File: config.mk
export PLATFORM = sky130hd
export DESIGN_NAME = clb_cbc_ctrl
export DESIGN_NICKNAME = d
export VERILOG_FILES = /design/src/rtl/clb_pkg.sv /design/src/rtl/clb_chain_xor.sv /design/src/rtl/clb_cbc_ctrl.sv
export SDC_FILE = /design/constraint.sdc
export NUM_CORES = 1
export LEC_CHECK = 0
export CAP_MARGIN = 20
export CORE_AREA = 2 2 353 355
export DETAILED_ROUTE_END_ITERATION = 12
export DIE_AREA = 0 0 355 357
export PLACE_DENSITY = 0.56
export SYNTH_ARGS = -nofsm -noshare
export SYNTH_HDL_FRONTEND = slang
export SYNTH_SLANG_ARGS = --single-unit
export TNS_END_PERCENT = 10
File: constraint.sdc
create_clock -name clk -period 4 [get_ports clk]
set_clock_uncertainty 0.15 [all_clocks]
set_input_delay 0.4 -clock clk [delete_from_list [all_inputs] [get_ports clk]]
set_output_delay 0.4 -clock clk [all_outputs]
set_load 0.01 [all_outputs]
File: src/rtl/clb_pkg.sv
// Shared definitions for the CLB-128 CBC sequencing stage: widths, mode codes, FSM states.
package clb_pkg;

  localparam int CLB_BLOCK_W = 128;
  localparam int CLB_KEY_W   = 128;

  localparam logic MODE_ENC = 1'b0;
  localparam logic MODE_DEC = 1'b1;

  typedef enum logic [1:0] {
    ST_IDLE = 2'd0,
    ST_KICK = 2'd1,
    ST_RUN  = 2'd2,
    ST_HOLD = 2'd3
  } clb_state_e;

endpackage

File: src/rtl/clb_chain_xor.sv
// CBC chain register with iv load and the mode-dependent pre-core / post-core XOR paths.
module clb_chain_xor
  import clb_pkg::*;
#(
  parameter int W = CLB_BLOCK_W
) (
  input  logic         clk,
  input  logic         rst,
  input  logic         load,
  input  logic [W-1:0] iv,
  input  logic         update,
  input  logic         pre_mode,
  input  logic [W-1:0] in_data,
  input  logic         post_mode,
  input  logic [W-1:0] core_out,
  input  logic [W-1:0] saved_in,
  output logic [W-1:0] textin,
  output logic [W-1:0] result
);

  logic [W-1:0] chain;

  // Encrypt chains on the ciphertext just produced, decrypt on the ciphertext just consumed.
  always_ff @(posedge clk or negedge rst) begin
    if (!rst)        chain <= '0;
    else if (load)   chain <= iv;
    else if (update) chain <= (post_mode == MODE_ENC) ? core_out : saved_in;
  end

  always_comb begin
    textin = (pre_mode  == MODE_ENC) ? (in_data ^ chain) : in_data;
    result = (post_mode == MODE_ENC) ? core_out : (core_out ^ chain);
  end

endmodule

File: src/rtl/clb_cbc_ctrl.sv
// CBC sequencing controller in front of one clb_ecb core: restarts the core per block.
// Optional core-timeout detection is enabled by defining CLB_TIMEOUT_EN.
module clb_cbc_ctrl
  import clb_pkg::*;
#(
  parameter int BLOCK_W = CLB_BLOCK_W,
  parameter int KEY_W   = CLB_KEY_W,
  parameter int TIMEOUT = 64
) (
  input  logic               clk,
  input  logic               rst,
  input  logic               cfg_mode,
  input  logic [KEY_W-1:0]   key,
  input  logic [BLOCK_W-1:0] iv,
  input  logic               iv_load,
  input  logic               in_valid,
  output logic               in_ready,
  input  logic [BLOCK_W-1:0] in_data,
  output logic               out_valid,
  input  logic               out_ready,
  output logic [BLOCK_W-1:0] out_data,
  output logic               core_rst,
  output logic               core_mode,
  output logic [BLOCK_W-1:0] core_textin,
  output logic [KEY_W-1:0]   core_key,
  input  logic [BLOCK_W-1:0] core_textout,
  input  logic               core_enable,
  output logic               busy,
  output logic               err_timeout
);

  if (TIMEOUT < 1) begin : g_cfg_chk
    $error("TIMEOUT must be at least 1");
  end

  clb_state_e         state, state_n;
  logic               rdy_q;
  logic [BLOCK_W-1:0] saved_in, textin_d, result_d;
  logic               accept, load, done, xfer, tmo;

  // iv_load gates ready combinationally so a block offered alongside it waits exactly one cycle.
  assign in_ready = rdy_q & ~iv_load;

`ifdef CLB_TIMEOUT_EN
  localparam int CW = $clog2(TIMEOUT + 1);
  logic [CW-1:0] cnt;
  logic          err_q;

  always_ff @(posedge clk or negedge rst) begin
    if (!rst) begin
      cnt   <= '0;
      err_q <= 1'b0;
    end else begin
      cnt   <= (state == ST_RUN) ? cnt + CW'(1) : '0;
      err_q <= err_q | tmo;
    end
  end

  assign tmo         = (state == ST_RUN) && !core_enable && (cnt == CW'(TIMEOUT - 1));
  assign err_timeout = err_q;
`else
  assign tmo         = 1'b0;
  assign err_timeout = 1'b0;
`endif

  always_ff @(posedge clk or negedge rst) begin
    if (!rst) state <= ST_IDLE;
    else      state <= state_n;
  end

  always_comb begin
    state_n = state;
    unique case (state)
      ST_IDLE: if (accept) state_n = ST_KICK;
      ST_KICK: state_n = ST_RUN;
      ST_RUN: begin
        if (core_enable) state_n = ST_HOLD;
        else if (tmo)    state_n = ST_IDLE;
      end
      ST_HOLD: if (xfer) state_n = ST_IDLE;
      default: state_n = ST_IDLE;
    endcase
  end

  always_comb begin
    accept = 1'b0;
    load   = 1'b0;
    done   = 1'b0;
    xfer   = 1'b0;
    case (state)
      ST_IDLE: begin
        load   = iv_load;
        accept = in_valid & in_ready;
      end
      ST_RUN:  done = core_enable;
      ST_HOLD: xfer = out_valid & out_ready;
      default: ;
    endcase
  end

  always_ff @(posedge clk or negedge rst) begin
    if (!rst) begin
      rdy_q       <= 1'b0;
      busy        <= 1'b0;
      out_valid   <= 1'b0;
      out_data    <= '0;
      core_rst    <= 1'b0;
      core_mode   <= 1'b0;
      core_textin <= '0;
      core_key    <= '0;
      saved_in    <= '0;
    end else begin
      rdy_q <= (state_n == ST_IDLE);
      busy  <= (state_n != ST_IDLE);
      if (accept) begin
        core_mode   <= cfg_mode;
        core_key    <= key;
        core_textin <= textin_d;
        saved_in    <= in_data;
        core_rst    <= 1'b0;
      end
      if (state == ST_KICK) core_rst <= 1'b1;
      if (done) begin
        out_data  <= result_d;
        out_valid <= 1'b1;
      end
      if (xfer) out_valid <= 1'b0;
    end
  end

  clb_chain_xor #(.W(BLOCK_W)) u_chain (
    .clk       (clk),
    .rst       (rst),
    .load      (load),
    .iv        (iv),
    .update    (done),
    .pre_mode  (cfg_mode),
    .in_data   (in_data),
    .post_mode (core_mode),
    .core_out  (core_textout),
    .saved_in  (saved_in),
    .textin    (textin_d),
    .result    (result_d)
  );

endmodule

Word-level counts from Yosys, hierarchy flattened
Cells that the tools add are included.
{"block": "totals", "regBits": 647, "in_bits": 519, "output_inout_bits": 390}
{"block": "op_classes", "n_eq_ne": 3, "muxes": 17, "bitwise_logic": 6, "reduce_logical": 6}
{"operator": "128-bit 2-to-1 mux", "n": 5}
{"operator": "128-bit bitwise XOR", "n": 2}
{"operator": "1-bit 2-to-1 mux", "n": 8}
{"operator": "2-bit case mux with 4 select lines", "n": 1}
{"operator": "2-bit nonzero test", "n": 4}
{"operator": "2-bit 2-to-1 mux", "n": 3}
{"operator": "2-bit equality test, second input constant", "n": 2}
{"operator": "2-bit logical NOT", "n": 2}
{"operator": "1-bit AND", "n": 3}
{"operator": "2-bit by 1-bit equality test with 1-bit output, second input constant", "n": 1}
{"operator": "1-bit NOT", "n": 1}

Logic depth before layout (Yosys ltp)
{"block": "depth", "word_depth": 7, "mapped_depth": 7, "mapped_depth_nobuf": 3}

Cells and area by module
Synthesis repeated with hierarchy kept, for this count alone.
{"block": "hier_totals", "hier_cells": 2362, "area_unflattened_um2": 31828.0}
{"module": "clb_cbc_ctrl", "n_inst": 1, "cells_each": 1110, "area_each_um2": 20632.3, "seq_area_each_um2": 12987.5}
{"module": "clb_chain_xor", "n_inst": 1, "cells_each": 1252, "area_each_um2": 11195.7, "seq_area_each_um2": 3203.1}

Worst setup path after synthesis
Ideal clock, no wire load.
{"block": "synth_timing", "path_kind": "input to register", "from": "input port iv_load", "to": "register core_textin[100]", "t_arrival_ns": 1.605, "required_time_ns": 3.725, "slack_ns": 2.120, "path_stages": 6, "path_buffers": 3, "path_cell_list": "nor2b_1 and3_1 buf_6 buf_6 buf_6 mux2_4"}
{"block": "synth_via", "elab_chain_len": 4}
{"element": "start, declared", "line_no": "clb_cbc_ctrl.sv:15", "rtl": "input logic iv_load,"}
{"element": "1-bit NOT", "line_no": "clb_cbc_ctrl.sv:42", "rtl": "assign in_ready = rdy_q & ~iv_load;"}
{"element": "1-bit AND", "line_no": "clb_cbc_ctrl.sv:42"}
{"element": "1-bit AND", "line_no": "clb_cbc_ctrl.sv:93", "rtl": "accept = in_valid & in_ready;"}
{"element": "1-bit 2-to-1 mux", "line_no": "clb_cbc_ctrl.sv:90", "rtl": "case (state)"}
{"element": "end signal, assigned", "line_no": "clb_cbc_ctrl.sv:118", "rtl": "core_textin <= textin_d;"}
{"element": "end, declared", "line_no": "clb_cbc_ctrl.sv:24", "rtl": "output logic [BLOCK_W-1:0] core_textin,"}
No other way between the ends.
A chain may end at the register's enable or synchronous reset.

Worst setup path in the final report
{"block": "layout_timing", "from": "register core_mode", "to": "output port core_mode"}
{"element": "start, declared", "line_no": "clb_cbc_ctrl.sv:23", "rtl": "output logic core_mode,"}
{"element": "start signal, assigned", "line_no": "clb_cbc_ctrl.sv:116", "rtl": "core_mode <= cfg_mode;"}
No word-level cell between the ends.

==> key figures <==
Pwr
  – Pleak: 18.4 nW
  – Worst IR Drop VDD: 411 uV
  – Cell Pwr Density: 743 nW/um^2
  – PnR Total Power: 33.2 mW

Setup path
  – Crit start category: flip-flop
  – Levels on crit path: 1
  – WP buf/inv: 1
  – Crit Reg-Reg Endpoint: core_key[58]
  – Critical R2R Launch: state[1]
  – Crit path DAT: 2.21 ns
  – R2R depth: 5
  – Worst setup EP type: output pin
  – Worst Path Max Fanout: 34
  – R2R setup slack: ~1.5 ns
  – Delay-heaviest family, CP: flip-flops
  – Critical Path, Cell by Cell: clkdlybuf4s50_1
  – Max stage delay on crit path: 0.87 ns
  – Slowest cell on crit path: dfrtp_4
  – Worst setup path start: core_mode
  – Worst Path Required: between 3 and 4 ns
  – Critical path type: flip-flop to output pin

Synthesis
  – Syn Inst Count: 2363
  – Mapped Nets: 2882
  – Synthesized area per cell: 13.2 um^2
  – Mapped Area: 31200 um^2
  – Top cell type by total area after synthesis: dfrtp_1
  – Register area share after synthesis: about half
  – FF+latch count, synth: 647
  – YS warnings: 0
  – Top cells by area, synth: dfrtp_1 52%, mux2_4 18%, nand2_1 4.7%, mux2i_1 4.1%, xnor2_1 3.6%
  – Unique masters post-synth: 31
  – Synth top area share: 51.9%

Timing
  – Max-slew headroom: 39.9%
  – Setup_tns: 0 ns
  – Max-slew violations: 0
  – # setup viols final: 0
  – Tmin final: 2.76 ns
  – Hold Fails Final Rpt: 0
  – RSZ-0062 raised after global routing: no
  – Fin crit share: approximately 69%
  – Peak Freq: 362 MHz
  – Worst-Margin Slew: 0.902 ns

Place
  – Port bufs: about 910
  – Post-DP HPWL: ~81 mm
  – Final GP Congestion: 0.827

Floorplanning
  – Die Y: 357 um
  – Die width: about 360 um
  – Die area: 127000 um^2
  – Initial Utilization: 25.3%
  – I/O pin cnt: 909
  – Num rows: 129
  – Core area: about 120000 um^2

Min path
  – Hold_sp: key[62]
  – Hold EP: core_key[62]
  – Worst Hold Depth: 2
  – Hold Crit Class: input port to flip-flop

Clock network
  – Hold Buf Count CTS: 1
  – Root Driver: clkbuf_16
  – Post-CTS Resized: 0
  – Clock sink count: 647
  – H-tree depth: 3
  – Num CTS Buffers: 78
  – CTS tree: yes
  – Worst skew pair latency: 0.64 ns
  – Clock Path Buffers: 3
  – Clock slew at reported path FFs: 0.06 ns
  – Post-CTS setup buffer count: 0

Cells and area
  – Nets: 3792
  – Multi-input combinational cell area: 13700 um^2
  – Register area: 16200 um^2
  – Filler Cell Count: 12000
  – Layout cell share with drive strength beyond 1: 19.0%
  – Synthesis-to-layout area growth: 43.2%

GRT
  – Initial antenna violation count: 43
  – First-pass GRT wire length: 161 mm
  – Vias in the first global route: 22700
  – Congestion Overflow GR: 0
  – Largest net degree at the start of global routing: 128
  – GRT Total Usage: between 10% and 20%

Routing
  – TritonRoute pass-1 iters: 5
  – Post-route ant nets: 0
  – Routed len/inst: 22.3 um
  – DR vias: 21800
  – Iteration-0 DRC Markers: 1223
  – Post-Route WL: 112 mm
  – DR vias/cell: roughly 4.4
  – DRC: 0

Run status
  – Outcome: complete, no violations

Run
  – Max-cap viol count: 0
-- area by class of cell --
type / count / share of cell area, %
Sequential cell: 647 / 36.3
Clock inverter: 20 / 0.642
Tap cell: 1637 / 4.59
Clock buffer: 120 / 5.15
Multi-Input combinational cell: 1558 / 30.7
Inverter: 1 / 0.00841
Antenna cell: 24 / 0.135
Timing Repair Buffer: 987 / 22.5
-- worst max path at each step --
| stage | endpoint | slack (ns) |
|---|---|---|
| floorplan | core_textin[100] | 2.12 |
| global placement | u_chain.chain[51] | 1.04 |
| detailed placement | u_chain.chain[52] | 1.01 |
| CTS | core_mode | 1.16 |
| global route | core_mode | 1.15 |
| finish | core_mode | 1.24 |
-- cells by family after synthesis --
| logic type | after synthesis | synth area share, % |
|---|---|---|
| xor gates and xnor gates | 256 | 7.19 |
| DFF | 647 | 51.9 |
| muxes | 513 | 22.5 |
| AOI/OAI and AO/OA | 262 | 6.79 |
| and+or+nand+nor | 526 | 7.47 |
| other | 1 | 0.0120 |
| buffers and inverters | 158 | 4.14 |
-- synth_stat cells --
cell type and instances:
o21ai_1 40, nor2b_1 1, mux2i_1 128, xor2_1 128
a21oi_1 2, nor2_1 1, buf_12 33, nor2_2 1
o221a_2 44, buf_4 9, o21ai_0 91, nand2_1 387
buf_6 9, inv_1 1, and3b_1 1, or3b_1 1
a22o_1 1, dfrtp_1 647, mux2_2 17, buf_1 6
conb_1 1, nand2b_1 128, clkbuf_1 53, and3_1 2
nand3_1 2, buf_2 47, mux2_4 368, o221a_1 84
or2_1 1, nand3b_2 1, xnor2_1 128
-- cells in the final DEF (no fill, tap or decap), types with 2 or more instances in the layout --
| master | count |
|---|---|
| o221a_2 | 44 |
| o21ai_1 | 40 |
| clkdlybuf4s50_1 | 905 |
| mux2i_1 | 128 |
| nand2_1 | 386 |
| diode_2 | 24 |
| buf_4 | 52 |
| xnor2_1 | 128 |
| bufinv_16 | 3 |
| a21oi_1 | 2 |
| mux2_4 | 368 |
| inv_16 | 2 |
| nand3_1 | 2 |
| nand2b_1 | 128 |
| clkbuf_1 | 23 |
| clkbuf_16 | 78 |
| buf_12 | 28 |
| clkinv_8 | 2 |
| mux2_2 | 17 |
| dfrtp_1 | 646 |
| clkinvlp_4 | 2 |
| clkinv_16 | 2 |
| clkbuf_8 | 19 |
| xor2_1 | 128 |
| o221a_1 | 84 |
| clkinv_2 | 8 |
| o21ai_0 | 91 |
-- state kept, by name, summed over array words and instances (netlist names) --
name / count
core_key: 128
core_mode: 1
state: 2
u_chain.chain: 128
out_data: 128
busy: 1
saved_in: 128
core_rst: 1
out_valid: 1
rdy_q: 1
core_textin: 128
-- report_power, final --
group	total (mW)	leakage, nW	internal, mW	switching (mW)
clock	7.21	1.26	4.19	3.02
combinational	14.0	8.85	8.20	5.85
sequential	11.9	8.31	9.71	2.22
-- through the flow --
stage                     hold slack (ns)  utilization [%]  setup WS (ns)  area, um^2  cells
final                               0.212             36.3           1.24       44600   4994
after global routing                0.165             36.3           1.15       44600   4989
after floorplan                   -0.0456                -           2.12       31200   2363
after CTS                           0.136             36.2           1.16       44600   4970
after detailed placement            0.319             34.1           1.01       42000   4829
after global placement              0.314             34.1           1.04       42000   4829
-- metal layers --
metal / part of all wire (%) / vias to the layer above / GRT usage, %
met4: 3.2 / 28 / 6.42
met3: 7.6 / 186 / 5.61
li1: - / 9974 / -
met1: 40 / 10900 / 20.6
met2: 48 / 712 / 28.4
met5: 0.17 / - / 0
(Power assumes the default switching activity.)
